==> config.mk <==
export PLATFORM = sky130hd
export DESIGN_NAME = frf_access_ctl
export DESIGN_NICKNAME = d
export VERILOG_FILES = /design/src/rtl/frf_access_ctl_pkg.sv /design/src/rtl/frf_access_ctl_secded32.sv /design/src/rtl/frf_access_ctl.sv
export SDC_FILE = /design/constraint.sdc
export NUM_CORES = 1
export LEC_CHECK = 0
export CAP_MARGIN = 10
export CELL_PAD_IN_SITES_DETAIL_PLACEMENT = 0
export CELL_PAD_IN_SITES_GLOBAL_PLACEMENT = 1
export CORE_UTILIZATION = 36
export CTS_BUF_LIST = sky130_fd_sc_hd__clkbuf_8
export DETAILED_ROUTE_END_ITERATION = 12
export PLACE_DENSITY = 0.95
export SETUP_SLACK_MARGIN = 0.5
export SLEW_MARGIN = 40
export SYNTH_ARGS = -nofsm -noshare
export SYNTH_HDL_FRONTEND = slang
export SYNTH_SLANG_ARGS = --single-unit
export TNS_END_PERCENT = 5
==> constraint.sdc <==
create_clock -name rclk -period 3.7 [get_ports rclk]
set_input_delay 0.555 -clock rclk [delete_from_list [all_inputs] [get_ports rclk]]
set_output_delay 0.555 -clock rclk [all_outputs]
set_load 0.02 [all_outputs]
==> src/rtl/frf_access_ctl_pkg.sv <==
// Shared constants, FSM encoding and SEC-DED (39,32) helpers for the FRF access controller.
// Codeword half layout: {ecc[6:0], data[31:0]}; Hamming positions 1..38, checks at powers of two.
package frf_access_ctl_pkg;

    localparam int FRF_ADDR_W  = 7;
    localparam int FRF_HALF_W  = 39;
    localparam int FRF_ECC_W   = 7;
    localparam int FRF_DATA_W  = 32;

    typedef enum logic [2:0] {
        ST_IDLE  = 3'd0,
        ST_RD1   = 3'd1,
        ST_RD2   = 3'd2,
        ST_CHK   = 3'd3,
        ST_SCRUB = 3'd4
    } frf_state_e;

    function automatic logic is_check_pos(input logic [5:0] p);
        return (p & (p - 6'd1)) == 6'd0;
    endfunction

    // Data bit j sits at the j-th non-power-of-two position in 1..38.
    function automatic logic [FRF_ECC_W-1:0] secded_ecc(input logic [FRF_DATA_W-1:0] d);
        logic [FRF_ECC_W-1:0] e;
        logic [4:0]           j;
        e = '0;
        j = '0;
        for (logic [5:0] p = 6'd1; p <= 6'd38; p++) begin
            if (!is_check_pos(p)) begin
                for (logic [2:0] k = 3'd0; k < 3'd6; k++) begin
                    if (p[k]) e[k] = e[k] ^ d[j];
                end
                j = j + 5'd1;
            end
        end
        e[6] = ^{d, e[5:0]};
        return e;
    endfunction

    function automatic logic [FRF_DATA_W-1:0] secded_fix(input logic [FRF_DATA_W-1:0] d,
                                                         input logic [5:0]            syn);
        logic [FRF_DATA_W-1:0] r;
        logic [4:0]            j;
        r = d;
        j = '0;
        for (logic [5:0] p = 6'd1; p <= 6'd38; p++) begin
            if (!is_check_pos(p)) begin
                if (syn == p) r[j] = ~r[j];
                j = j + 5'd1;
            end
        end
        return r;
    endfunction

endpackage

==> src/rtl/frf_access_ctl_secded32.sv <==
// Combinational SEC-DED (39,32): re-encodes the data field of cw_i and checks/corrects cw_i.
// Module name frf_secded32 is shared by the write-path encoders and check-path decoders.
module frf_secded32
    import frf_access_ctl_pkg::*;
(
    input  logic [FRF_HALF_W-1:0] cw_i,
    output logic [FRF_HALF_W-1:0] cw_o,
    output logic [FRF_DATA_W-1:0] data_o,
    output logic                  ce_o,
    output logic                  ue_o
);

    logic [FRF_DATA_W-1:0] data;
    logic [FRF_ECC_W-1:0]  ecc_calc;
    logic [5:0]            syn;
    logic                  par;

    assign data     = cw_i[FRF_DATA_W-1:0];
    assign ecc_calc = secded_ecc(data);
    assign cw_o     = {ecc_calc, data};

    // A clean codeword has even parity over all 39 bits; odd parity means exactly one flip.
    assign syn    = ecc_calc[5:0] ^ cw_i[FRF_DATA_W +: 6];
    assign par    = ^cw_i;
    assign ce_o   = par;
    assign ue_o   = ~par & (syn != 6'd0);
    assign data_o = par ? secded_fix(data, syn) : data;

endmodule

==> src/rtl/frf_access_ctl.sv <==
// FRF access controller: SEC-DED encoded writes, 4-cycle checked reads with one-cycle scrub of
// correctable halves, and saturating CE/UE counters.
module frf_access_ctl #(
    parameter int FRF_ADDR_W = frf_access_ctl_pkg::FRF_ADDR_W,
    parameter int CNT_W      = 8
) (
    input  logic                  rclk,
    input  logic                  arst_l,
    input  logic                  req_vld,
    output logic                  req_rdy,
    input  logic                  req_wr,
    input  logic [FRF_ADDR_W-1:0] req_addr,
    input  logic [1:0]            req_wmask,
    input  logic [63:0]           req_wdata,
    output logic [1:0]            ctl_frf_wen,
    output logic                  ctl_frf_ren,
    output logic [FRF_ADDR_W-1:0] ctl_frf_addr,
    output logic [77:0]           dp_frf_data,
    input  logic [77:0]           frf_dp_data,
    output logic                  rsp_vld,
    output logic [FRF_ADDR_W-1:0] rsp_addr,
    output logic [63:0]           rsp_data,
    output logic [1:0]            rsp_ce,
    output logic [1:0]            rsp_ue,
    output logic [CNT_W-1:0]      ce_cnt,
    output logic [CNT_W-1:0]      ue_cnt
);

    import frf_access_ctl_pkg::*;

    localparam int SUM_W = CNT_W + 1;

    frf_state_e            state_q, state_d;
    logic                  rsp_vld_q, rsp_vld_d;
    logic [FRF_ADDR_W-1:0] rsp_addr_q, rsp_addr_d, rd_addr_q, rd_addr_d;
    logic [63:0]           rsp_data_q, rsp_data_d;
    logic [1:0]            rsp_ce_q, rsp_ce_d, rsp_ue_q, rsp_ue_d;
    logic [CNT_W-1:0]      ce_cnt_q, ce_cnt_d, ue_cnt_q, ue_cnt_d;

    logic [63:0]           wr_data;
    logic [FRF_HALF_W-1:0] enc_lo, enc_hi;
    logic [31:0]           chk_lo_data, chk_hi_data;
    logic                  chk_lo_ce, chk_lo_ue, chk_hi_ce, chk_hi_ue;
    logic [SUM_W-1:0]      ce_sum, ue_sum;
    logic                  accept;

    logic [31:0]           unused_wr_lo_data, unused_wr_hi_data;
    logic                  unused_wr_lo_ce, unused_wr_lo_ue, unused_wr_hi_ce, unused_wr_hi_ue;
    logic [FRF_HALF_W-1:0] unused_chk_lo_cw, unused_chk_hi_cw;

    // The write path encodes either the request data or the corrected read data during scrub.
    assign wr_data = (state_q == ST_SCRUB) ? rsp_data_q : req_wdata;

    frf_secded32 u_wr_lo (.cw_i({7'b0, wr_data[31:0]}), .cw_o(enc_lo), .data_o(unused_wr_lo_data),
                          .ce_o(unused_wr_lo_ce), .ue_o(unused_wr_lo_ue));
    frf_secded32 u_wr_hi (.cw_i({7'b0, wr_data[63:32]}), .cw_o(enc_hi), .data_o(unused_wr_hi_data),
                          .ce_o(unused_wr_hi_ce), .ue_o(unused_wr_hi_ue));
    frf_secded32 u_chk_lo (.cw_i(frf_dp_data[38:0]), .cw_o(unused_chk_lo_cw), .data_o(chk_lo_data),
                           .ce_o(chk_lo_ce), .ue_o(chk_lo_ue));
    frf_secded32 u_chk_hi (.cw_i(frf_dp_data[77:39]), .cw_o(unused_chk_hi_cw), .data_o(chk_hi_data),
                           .ce_o(chk_hi_ce), .ue_o(chk_hi_ue));

    // Gated by arst_l so nothing is accepted while reset is held.
    assign req_rdy = arst_l && (state_q == ST_IDLE);
    assign accept  = req_vld && req_rdy;

    assign ce_sum = {1'b0, ce_cnt_q} + SUM_W'(chk_lo_ce) + SUM_W'(chk_hi_ce);
    assign ue_sum = {1'b0, ue_cnt_q} + SUM_W'(chk_lo_ue) + SUM_W'(chk_hi_ue);

    always_comb begin
        // NOTE: every output of this block gets a default first so no latch is inferred.
        state_d      = state_q;
        rd_addr_d    = rd_addr_q;
        rsp_vld_d    = 1'b0;
        rsp_addr_d   = rsp_addr_q;
        rsp_data_d   = rsp_data_q;
        rsp_ce_d     = rsp_ce_q;
        rsp_ue_d     = rsp_ue_q;
        ce_cnt_d     = ce_cnt_q;
        ue_cnt_d     = ue_cnt_q;
        ctl_frf_wen  = 2'b00;
        ctl_frf_ren  = 1'b0;
        ctl_frf_addr = '0;
        dp_frf_data  = '0;
        case (state_q)
            ST_IDLE: begin
                if (accept && req_wr && (req_wmask != 2'b00)) begin
                    ctl_frf_wen  = req_wmask;
                    ctl_frf_addr = req_addr;
                    dp_frf_data  = {enc_hi, enc_lo};
                end else if (accept && !req_wr) begin
                    ctl_frf_ren  = 1'b1;
                    ctl_frf_addr = req_addr;
                    rd_addr_d    = req_addr;
                    state_d      = ST_RD1;
                end
            end
            ST_RD1: state_d = ST_RD2;
            ST_RD2: state_d = ST_CHK;
            ST_CHK: begin
                rsp_vld_d  = 1'b1;
                rsp_addr_d = rd_addr_q;
                rsp_data_d = {chk_hi_data, chk_lo_data};
                rsp_ce_d   = {chk_hi_ce, chk_lo_ce};
                rsp_ue_d   = {chk_hi_ue, chk_lo_ue};
                ce_cnt_d   = ce_sum[CNT_W] ? '1 : ce_sum[CNT_W-1:0];
                ue_cnt_d   = ue_sum[CNT_W] ? '1 : ue_sum[CNT_W-1:0];
                // Uncorrectable data is never written back, even if the other half was correctable.
                state_d    = ((chk_lo_ce || chk_hi_ce) && !(chk_lo_ue || chk_hi_ue)) ? ST_SCRUB : ST_IDLE;
            end
            ST_SCRUB: begin
                ctl_frf_wen  = rsp_ce_q;
                ctl_frf_addr = rsp_addr_q;
                dp_frf_data  = {enc_hi, enc_lo};
                state_d      = ST_IDLE;
            end
            default: state_d = ST_IDLE;
        endcase
    end

    // NOTE: sequential state uses non-blocking assignments only.
    always_ff @(posedge rclk or negedge arst_l) begin
        if (!arst_l) begin
            state_q    <= ST_IDLE;
            rd_addr_q  <= '0;
            rsp_vld_q  <= 1'b0;
            rsp_addr_q <= '0;
            rsp_data_q <= '0;
            rsp_ce_q   <= 2'b00;
            rsp_ue_q   <= 2'b00;
            ce_cnt_q   <= '0;
            ue_cnt_q   <= '0;
        end else begin
            state_q    <= state_d;
            rd_addr_q  <= rd_addr_d;
            rsp_vld_q  <= rsp_vld_d;
            rsp_addr_q <= rsp_addr_d;
            rsp_data_q <= rsp_data_d;
            rsp_ce_q   <= rsp_ce_d;
            rsp_ue_q   <= rsp_ue_d;
            ce_cnt_q   <= ce_cnt_d;
            ue_cnt_q   <= ue_cnt_d;
        end
    end

    assign rsp_vld  = rsp_vld_q;
    assign rsp_addr = rsp_addr_q;
    assign rsp_data = rsp_data_q;
    assign rsp_ce   = rsp_ce_q;
    assign rsp_ue   = rsp_ue_q;
    assign ce_cnt   = ce_cnt_q;
    assign ue_cnt   = ue_cnt_q;

endmodule

* Word-level counts from Yosys, hierarchy flattened
Cells that the tools add are included.
** Word-level totals
- Register bits :: 102
- Latch bits :: 0
- Bits in writable memories :: 0
- ROM bits :: 0
- Bits of input ports :: 155
- Output and inout bits :: 181
- Logic and storage cells :: 594
- Memories :: 0
** Operators by class
- Add/sub/neg operators :: 4
- Multiply operators :: 0
- Div/mod/pow operators :: 0
- $lt $le $gt $ge :: 0
- Equality and inequality tests :: 70
- Shift operators :: 0
- Multiplexer cells :: 84
- Bitwise gates (word level) :: 407
- Reductions and logical operators :: 20
** Operator list (count)
- XOR 1 bit :: 336
- == test 6 x 5 -> 1 bit, second input constant :: 30
- case mux 78 bit (2 select lines) :: 1
- 2-to-1 mux 32 bit :: 4
- == test 6 x 4 -> 1 bit, second input constant :: 14
- 2-to-1 mux 78 bit :: 1
- XOR reduction 39 bit :: 2
- XOR reduction 38 bit :: 2
- == test 6 bit, second input constant :: 12
- inverter 1 bit :: 67
- 2-to-1 mux 64 bit :: 1
- 2-to-1 mux 31 bit :: 2
- 2-to-1 mux 30 bit :: 2
- 2-to-1 mux 29 bit :: 2
- 2-to-1 mux 28 bit :: 2
- 2-to-1 mux 27 bit :: 2
- 2-to-1 mux 26 bit :: 2
- 2-to-1 mux 25 bit :: 2
- 2-to-1 mux 24 bit :: 2
- 2-to-1 mux 23 bit :: 2
- 2-to-1 mux 22 bit :: 2
- 2-to-1 mux 21 bit :: 2
- 2-to-1 mux 20 bit :: 2
- 2-to-1 mux 19 bit :: 2
- 40 further kinds :: 89

* Depth between registers and ports, before layout
- Depth after elaboration :: 52
- Mapped depth :: 15
- Mapped depth without buffers :: 14

* Modules after synthesis
From an unflattened synthesis, not the netlist that was laid out.
** Second synthesis, totals
- Cell total of the unflattened synthesis :: 1412
- Area, all modules :: 13269.0 um^2
** Modules (own cells, without submodules)
- frf_secded32 at u_chk_hi ... :: instances 3, cells an instance 199, area an instance 1895.6 um^2, seq. area each 0.0 um^2
- frf_access_ctl :: instances 1, cells an instance 608, area an instance 5541.6 um^2, seq. area each 2552.4 um^2
- frf_secded32 at u_wr_lo :: instances 1, cells an instance 207, area an instance 2040.7 um^2, seq. area each 0.0 um^2

* Worst setup path before layout
OpenSTA, ideal clock, no wires.
- Kind :: in2reg
- Start :: in frf_dp_data[41]
- End :: reg ue_cnt_q[0], in the netlist ue_cnt[0]
- Library setup time :: 0.087 ns
- Data arrival time :: 3.568 ns
- Data required time :: 3.613 ns
- Path slack :: 0.045 ns
- Cell stages on the path :: 13
- Path buffers :: 0
- Cells stage by stage :: xnor3_1 xnor2_1 xnor3_1 xnor2_2 xnor2_1 o31ai_1 fa_1 inv_1 ha_1 nand2_1 nor2_1 nand4_1 o211ai_1
** On the way
- Longest elaborated chain between the ends :: 22
- Elaborated cells between the ends (all ways) :: 41
- Classes of those cells :: 1 x add/sub; 1 x mux; 37 x bitwise; 2 x reduce/logical
** Ends and longest elaborated chain
- start: declaration :: line frf_access_ctl.sv:19 : input logic [77:0] frf_dp_data,
- XOR 1 bit (17 in series) :: line frf_access_ctl_pkg.sv:31 : if (p[k]) e[k] = e[k] ^ d[j];
- XOR 6 bit :: line frf_access_ctl_secded32.sv:23 : assign syn = ecc_calc[5:0] ^ cw_i[FRF_DATA_W +: 6];
- nonzero test 6 bit :: line frf_access_ctl_secded32.sv:26 : assign ue_o = ~par & (syn != 6'd0);
- bitwise AND 1 bit * :: line frf_access_ctl_secded32.sv:26
- adder 9 x 1 -> 9 bit * :: line frf_access_ctl.sv:68 : assign ue_sum = {1'b0, ue_cnt_q} + SUM_W'(chk_lo_ue) + SUM_W'(chk_hi_ue);
- 2-to-1 mux 8 bit * :: line frf_access_ctl.sv:107 : ue_cnt_d = ue_sum[CNT_W] ? '1 : ue_sum[CNT_W-1:0];
- end signal: assignment :: line frf_access_ctl.sv:142 : ue_cnt_q <= ue_cnt_d;
- end: declaration :: line frf_access_ctl.sv:38 : logic [CNT_W-1:0] ce_cnt_q, ce_cnt_d, ue_cnt_q, ue_cnt_d;
Every way passes the cells marked *; elsewhere a longest branch is shown, timed or not.
A chain may end at the register's enable or synchronous reset.

* Final worst setup path
- Start :: in frf_dp_data[13]
- End :: reg ue_cnt_q[2], in the netlist ue_cnt[2]
** On the way
- Longest elaborated chain between the ends :: 19
- Elaborated cells between the ends (all ways) :: 41
- Classes of those cells :: 2 x add/sub; 1 x mux; 36 x bitwise; 2 x reduce/logical
** Ends and longest elaborated chain (line)
- XOR 1 bit (13 in series) :: frf_access_ctl_pkg.sv:31
- XOR 6 bit :: frf_access_ctl_secded32.sv:23
- nonzero test 6 bit :: frf_access_ctl_secded32.sv:26
- bitwise AND 1 bit * :: frf_access_ctl_secded32.sv:26
- adder 8 x 1 -> 9 bit * :: frf_access_ctl.sv:68
- adder 9 x 1 -> 9 bit * :: frf_access_ctl.sv:68
- 2-to-1 mux 8 bit * :: frf_access_ctl.sv:107
Marked as above.

==> report_table.html <==
<table>
<tr><th>Metric</th><th>Value</th></tr>
<tr><th colspan="2">Min path</th></tr>
<tr><td>Classification of the worst-slack hold path</td><td>in -&gt; async</td></tr>
<tr><th colspan="2">STA</th></tr>
<tr><td>Max Transition Viols Final</td><td>0</td></tr>
<tr><td>Period utilization</td><td>94.7%</td></tr>
<tr><td>Fmax</td><td>~0.29 GHz</td></tr>
<tr><td>RSZ-0062 raised after global routing</td><td>true</td></tr>
<tr><td>Worst clock skew</td><td>0.0199 ns</td></tr>
<tr><td>Setup violation total in the final timing report</td><td>0</td></tr>
<tr><td>Hold Fails Final Rpt</td><td>0</td></tr>
<tr><td>Min Hold Slack</td><td>roughly 0.23 ns</td></tr>
<tr><td>Slew at the pin closest to its max-slew limit</td><td>between 0.8 and 0.9 ns</td></tr>
<tr><td>Setup TNS after final layout</td><td>0 ns</td></tr>
<tr><td>Minimum period implied by the final worst setup slack</td><td>3.51 ns</td></tr>
<tr><td>Relative slew slack</td><td>43.2%</td></tr>
<tr><th colspan="2">Synthesis</th></tr>
<tr><td>Top cell type's share of synthesized area</td><td>about a quarter</td></tr>
<tr><td>Synthesized instance count</td><td>between 1000 and 1500</td></tr>
<tr><td>Share of synthesized registers carrying an async set or reset</td><td>100%</td></tr>
<tr><td>Most frequent cell after synthesis</td><td>xnor2_1</td></tr>
<tr><td>Seq cells post-synth</td><td>~100</td></tr>
<tr><td>Number of different library cells in the post-synthesis netlist</td><td>52</td></tr>
<tr><td>Mean post-synth cell area</td><td>9.36 um2</td></tr>
<tr><td>Yosys top cell by area</td><td>dfrtp_1</td></tr>
<tr><td>Post-synthesis cell area</td><td>~10000 um2</td></tr>
<tr><td>Main area contributors after synthesis</td><td>dfrtp_1, xnor2_1, xor2_1</td></tr>
<tr><td>Commonest cells in the netlist</td><td>xnor2_1, nand2_1, dfrtp_1, xor2_1, a22o_1</td></tr>
<tr><td>Top FF cell, synth</td><td>dfrtp_1</td></tr>
<tr><td>Synthesized netlist net count</td><td>around 1200</td></tr>
<tr><td>Number of enable-type register cells in the synthesized netlist</td><td>0</td></tr>
<tr><td>Ys Warns</td><td>0</td></tr>
<tr><td>Sequential share of the synthesized area</td><td>about a quarter</td></tr>
<tr><th colspan="2">Status</th></tr>
<tr><td>Status</td><td>complete, no violations</td></tr>
<tr><th colspan="2">Final layout</th></tr>
<tr><td>Share of final-layout standard cells stronger than drive strength 1</td><td>slightly above 30%</td></tr>
<tr><td>Final-stage net count</td><td>1820</td></tr>
<tr><td>Number of cells in the finished layout apart from fillers</td><td>2007</td></tr>
<tr><td>Final cell area excluding filler cells</td><td>between 15000 and 20000 um2</td></tr>
<tr><td>Total inserted antenna cells</td><td>0</td></tr>
<tr><td>Number of filler cells placed in the layout</td><td>2194</td></tr>
<tr><td>P&amp;R area growth vs syn</td><td>67.7%</td></tr>
<tr><th colspan="2">Setup path</th></tr>
<tr><td>Largest driver fanout on the critical path</td><td>3</td></tr>
<tr><td>Combined buffer and inverter count along the critical path</td><td>4</td></tr>
<tr><td>Category of cells accounting for the largest share of critical-path delay</td><td>XOR/XNOR gates</td></tr>
<tr><td>Classification of the worst setup path</td><td>in -&gt; reg</td></tr>
<tr><td>Longest individual stage delay on the worst path</td><td>roughly 0.55 ns</td></tr>
<tr><td>Worst setup SP type</td><td>input port</td></tr>
<tr><td>Worst path required time</td><td>3.99 ns</td></tr>
<tr><td>Worst Path Arrival</td><td>3.80 ns</td></tr>
<tr><td>Slowest stage cell, crit path</td><td>or4_4</td></tr>
<tr><td>Critical-path cell list</td><td>dlygate4sd2_1, xnor3_1, xnor2_4, xnor3_1, or2_1, or4_4, nand2_4, fa_2, inv_2, ha_4, buf_4, buf_4, nand2_1, xor2_1, nand2_1</td></tr>
<tr><td>Type of destination of the critical path</td><td>flop</td></tr>
<tr><th colspan="2">CTS</th></tr>
<tr><td>CTS HTree Levels</td><td>3</td></tr>
<tr><td>Number of clock sinks</td><td>102</td></tr>
<tr><td>Max Buffers Root-to-Sink</td><td>2</td></tr>
<tr><td>Clock buffers created by TritonCTS</td><td>9</td></tr>
<tr><td>Clock slew at reported path FFs</td><td>0.12 ns</td></tr>
<tr><td>Clock tree from TritonCTS</td><td>built</td></tr>
<tr><td>Clock insertion delay at the later pin of the skew report</td><td>0.40 ns</td></tr>
<tr><td>Root buffer cell</td><td>clkbuf_8</td></tr>
<tr><th colspan="2">Drt</th></tr>
<tr><td>WL final</td><td>approximately 41000 um</td></tr>
<tr><td>Number of vias after detailed routing</td><td>between 10000 and 15000</td></tr>
<tr><td>Number of antenna-violating nets in the routed design</td><td>0</td></tr>
<tr><td>Drt first pass iters</td><td>5</td></tr>
<tr><td>Per-cell via count in the routed design</td><td>between 5 and 6</td></tr>
<tr><td>Routed len/inst</td><td>20.5 um</td></tr>
<tr><td>Initial DRC Count</td><td>between 600 and 700</td></tr>
<tr><td>Residual DRC count</td><td>0</td></tr>
<tr><th colspan="2">Power</th></tr>
<tr><td>Leakage</td><td>just under 8 nW</td></tr>
<tr><td>Worst-case vdd ir drop</td><td>0.699 mV</td></tr>
<tr><td>Proportion of total power due to net switching</td><td>47.4%</td></tr>
<tr><td>Proportion of power drawn by combinational gates</td><td>79.2%</td></tr>
<tr><td>Sequential fraction of design power</td><td>between 10% and 20%</td></tr>
<tr><td>Overall power of the completed layout</td><td>14.9 mW</td></tr>
<tr><td>Total internal power</td><td>between 7 and 8 mW</td></tr>
<tr><td>Clock group share of total power</td><td>~4.8%</td></tr>
<tr><td>Power per unit of standard cell area</td><td>889 nW/um2</td></tr>
<tr><td>Net switching power figure</td><td>between 7 and 8 mW</td></tr>
<tr><th colspan="2">Global route</th></tr>
<tr><td>Grt total ovfl</td><td>0</td></tr>
<tr><td>Via count of the first global-routing pass</td><td>10461</td></tr>
<tr><td>Largest net degree at the start of global routing</td><td>74</td></tr>
<tr><td>First-pass GRT wire length</td><td>between 60000 and 70000 um</td></tr>
<tr><td>Initial antenna violation count</td><td>0</td></tr>
<tr><td>Overall routing resource usage</td><td>approximately 28%</td></tr>
<tr><th colspan="2">Floorplanning</th></tr>
<tr><td>Die Footprint</td><td>28400 um2</td></tr>
<tr><td>Rows</td><td>60</td></tr>
<tr><td>Top-level I/O count</td><td>336</td></tr>
<tr><td>Die Ht</td><td>168 um</td></tr>
<tr><td>Initial standard-cell utilization of the core</td><td>between 30% and 40%</td></tr>
<tr><td>Chip width</td><td>between 150 and 200 um</td></tr>
<tr><td>Core region area</td><td>~27000 um2</td></tr>
<tr><th colspan="2">Placed design</th></tr>
<tr><td>Final GP Congestion</td><td>~0.92</td></tr>
<tr><td>Cell area after placement</td><td>~16000 um2</td></tr>
<tr><td>Count of port buffers added during placement</td><td>approximately 340</td></tr>
<tr><td>Cell total after placement</td><td>1942</td></tr>
<tr><td>Placed wire-length estimate</td><td>approximately 32000 um</td></tr>
<tr><th colspan="2">Flow run</th></tr>
<tr><td>Max Cap Viol</td><td>0</td></tr>
</table>
power groups by stage:
| stage | combinational, mW | clock, mW | sequential [mW] |
|---|---|---|---|
| 6_report | 11.8 | 0.717 | 2.37 |
| 5_1_grt | 12.5 | 0.780 | 2.42 |
| 4_1_cts | 11.2 | 0.733 | 2.34 |
| 3_5_place_dp | 10.5 | 0 | 2.36 |
| 3_3_place_gp | 10.3 | 0 | 2.33 |
| 2_1_floorplan | 5.95 | 0 | 2.75 |
layout make-up:
| class | count | area [um2] | share of cell area [%] |
|---|---|---|---|
| Sequential cell | 102 | 2570 | 15.4 |
| Timing Repair Buffer | 635 | 5530 | 33.0 |
| Clock buffer | 9 | 124 | 0.741 |
| Inverter | 11 | 41.3 | 0.247 |
| Clock inverter | 7 | 60.1 | 0.359 |
| Tap cell | 341 | 427 | 2.55 |
| Multi-Input combinational cell | 902 | 7980 | 47.7 |
state kept, by name, indices dropped and copies added (netlist names):
| name | count |
|---|---|
| rsp_data | 64 |
| ce_cnt | 8 |
| ue_cnt | 8 |
| rd_addr_q | 7 |
| rsp_addr | 7 |
| state_q | 3 |
| rsp_ce | 2 |
| rsp_ue | 2 |
| rsp_vld | 1 |
cells in the final DEF (no fill, tap or decap), types with 6 or more instances in the layout:
cell type,instances
buf_4,301
xnor2_1,216
clkdlybuf4s50_1,163
nand2_1,139
dlygate4sd2_1,129
dfrtp_1,89
xor2_1,84
a22o_1,70
xnor2_2,59
o21ai_1,44
o21ai_0,38
xnor3_1,26
nand3_1,26
nor2_1,21
nor3_2,16
xor2_2,15
dlymetal6s2s_1,14
nor4_1,13
dfrtp_2,13
xnor3_2,11
nor3_1,11
mux2i_1,10
inv_1,9
a21oi_1,9
mux2_2,9
clkbuf_8,9
nand4_1,8
buf_6,8
buf_2,6
per-layer routing:
layer	vias up	share of wire [%]	GRT usage, %
li1	4814	-	-
met1	5075	44	38.5
met2	452	47	46.2
met3	71	6.0	3.60
met4	0	2.8	8.62
met5	-	0	0
metrics by stage:
step,util [%],setup WS (ns)
final,61.9,0.195
after global routing,61.9,0.140
after floorplan,-,0.267
after global placement,57.6,-0.459
after detailed placement,57.6,-0.465
after CTS,60.7,0.258
worst paths after layout:
path	from	endpoint	slack (ns)	cells past startpoint
max	frf_dp_data[13]	ue_cnt[2]	0.19	15
min	arst_l	rsp_vld	0.23	2
max reg2reg	state_q[0]	ue_cnt[0]	0.96	8
min reg2reg	rd_addr_q[1]	rsp_addr[1]	0.49	2
max in group asynchronous	arst_l	rsp_data[9]	2.37	3
min in group rclk	rd_addr_q[1]	rsp_addr[1]	0.49	2
worst register-to-register path: stages (launching register included):
cell	delay [ns]
dfrtp_1	0.38
buf_4	0.16
nand2_1	0.07
or2_4	0.40
inv_1	0.72
nand3_1	0.33
nor2_4	0.19
nand4_1	0.26
o211ai_1	0.17
repair_timing:
| action | in CTS | in global routing |
|---|---|---|
| setup endpoints to repair | 115 | 132 |
| buffers inserted | 38 | 10 |
| resized for setup | 296 | 57 |
| hold buffers | 0 | 0 |
| pin swaps | 101 | 47 |
| cloned | 1 | 0 |
logic make-up after synthesis:
group	after synthesis	share of synthesized area, %
adders and majority gates	4	0.653
buffers and inverters	61	2.53
xor gates and xnor gates	423	43.2
and+or+nand+nor	274	13.5
DFF	102	25.6
AOI/OAI and AO/OA	179	12.0
muxes	22	2.50
Power figures use the tool's default switching activity.
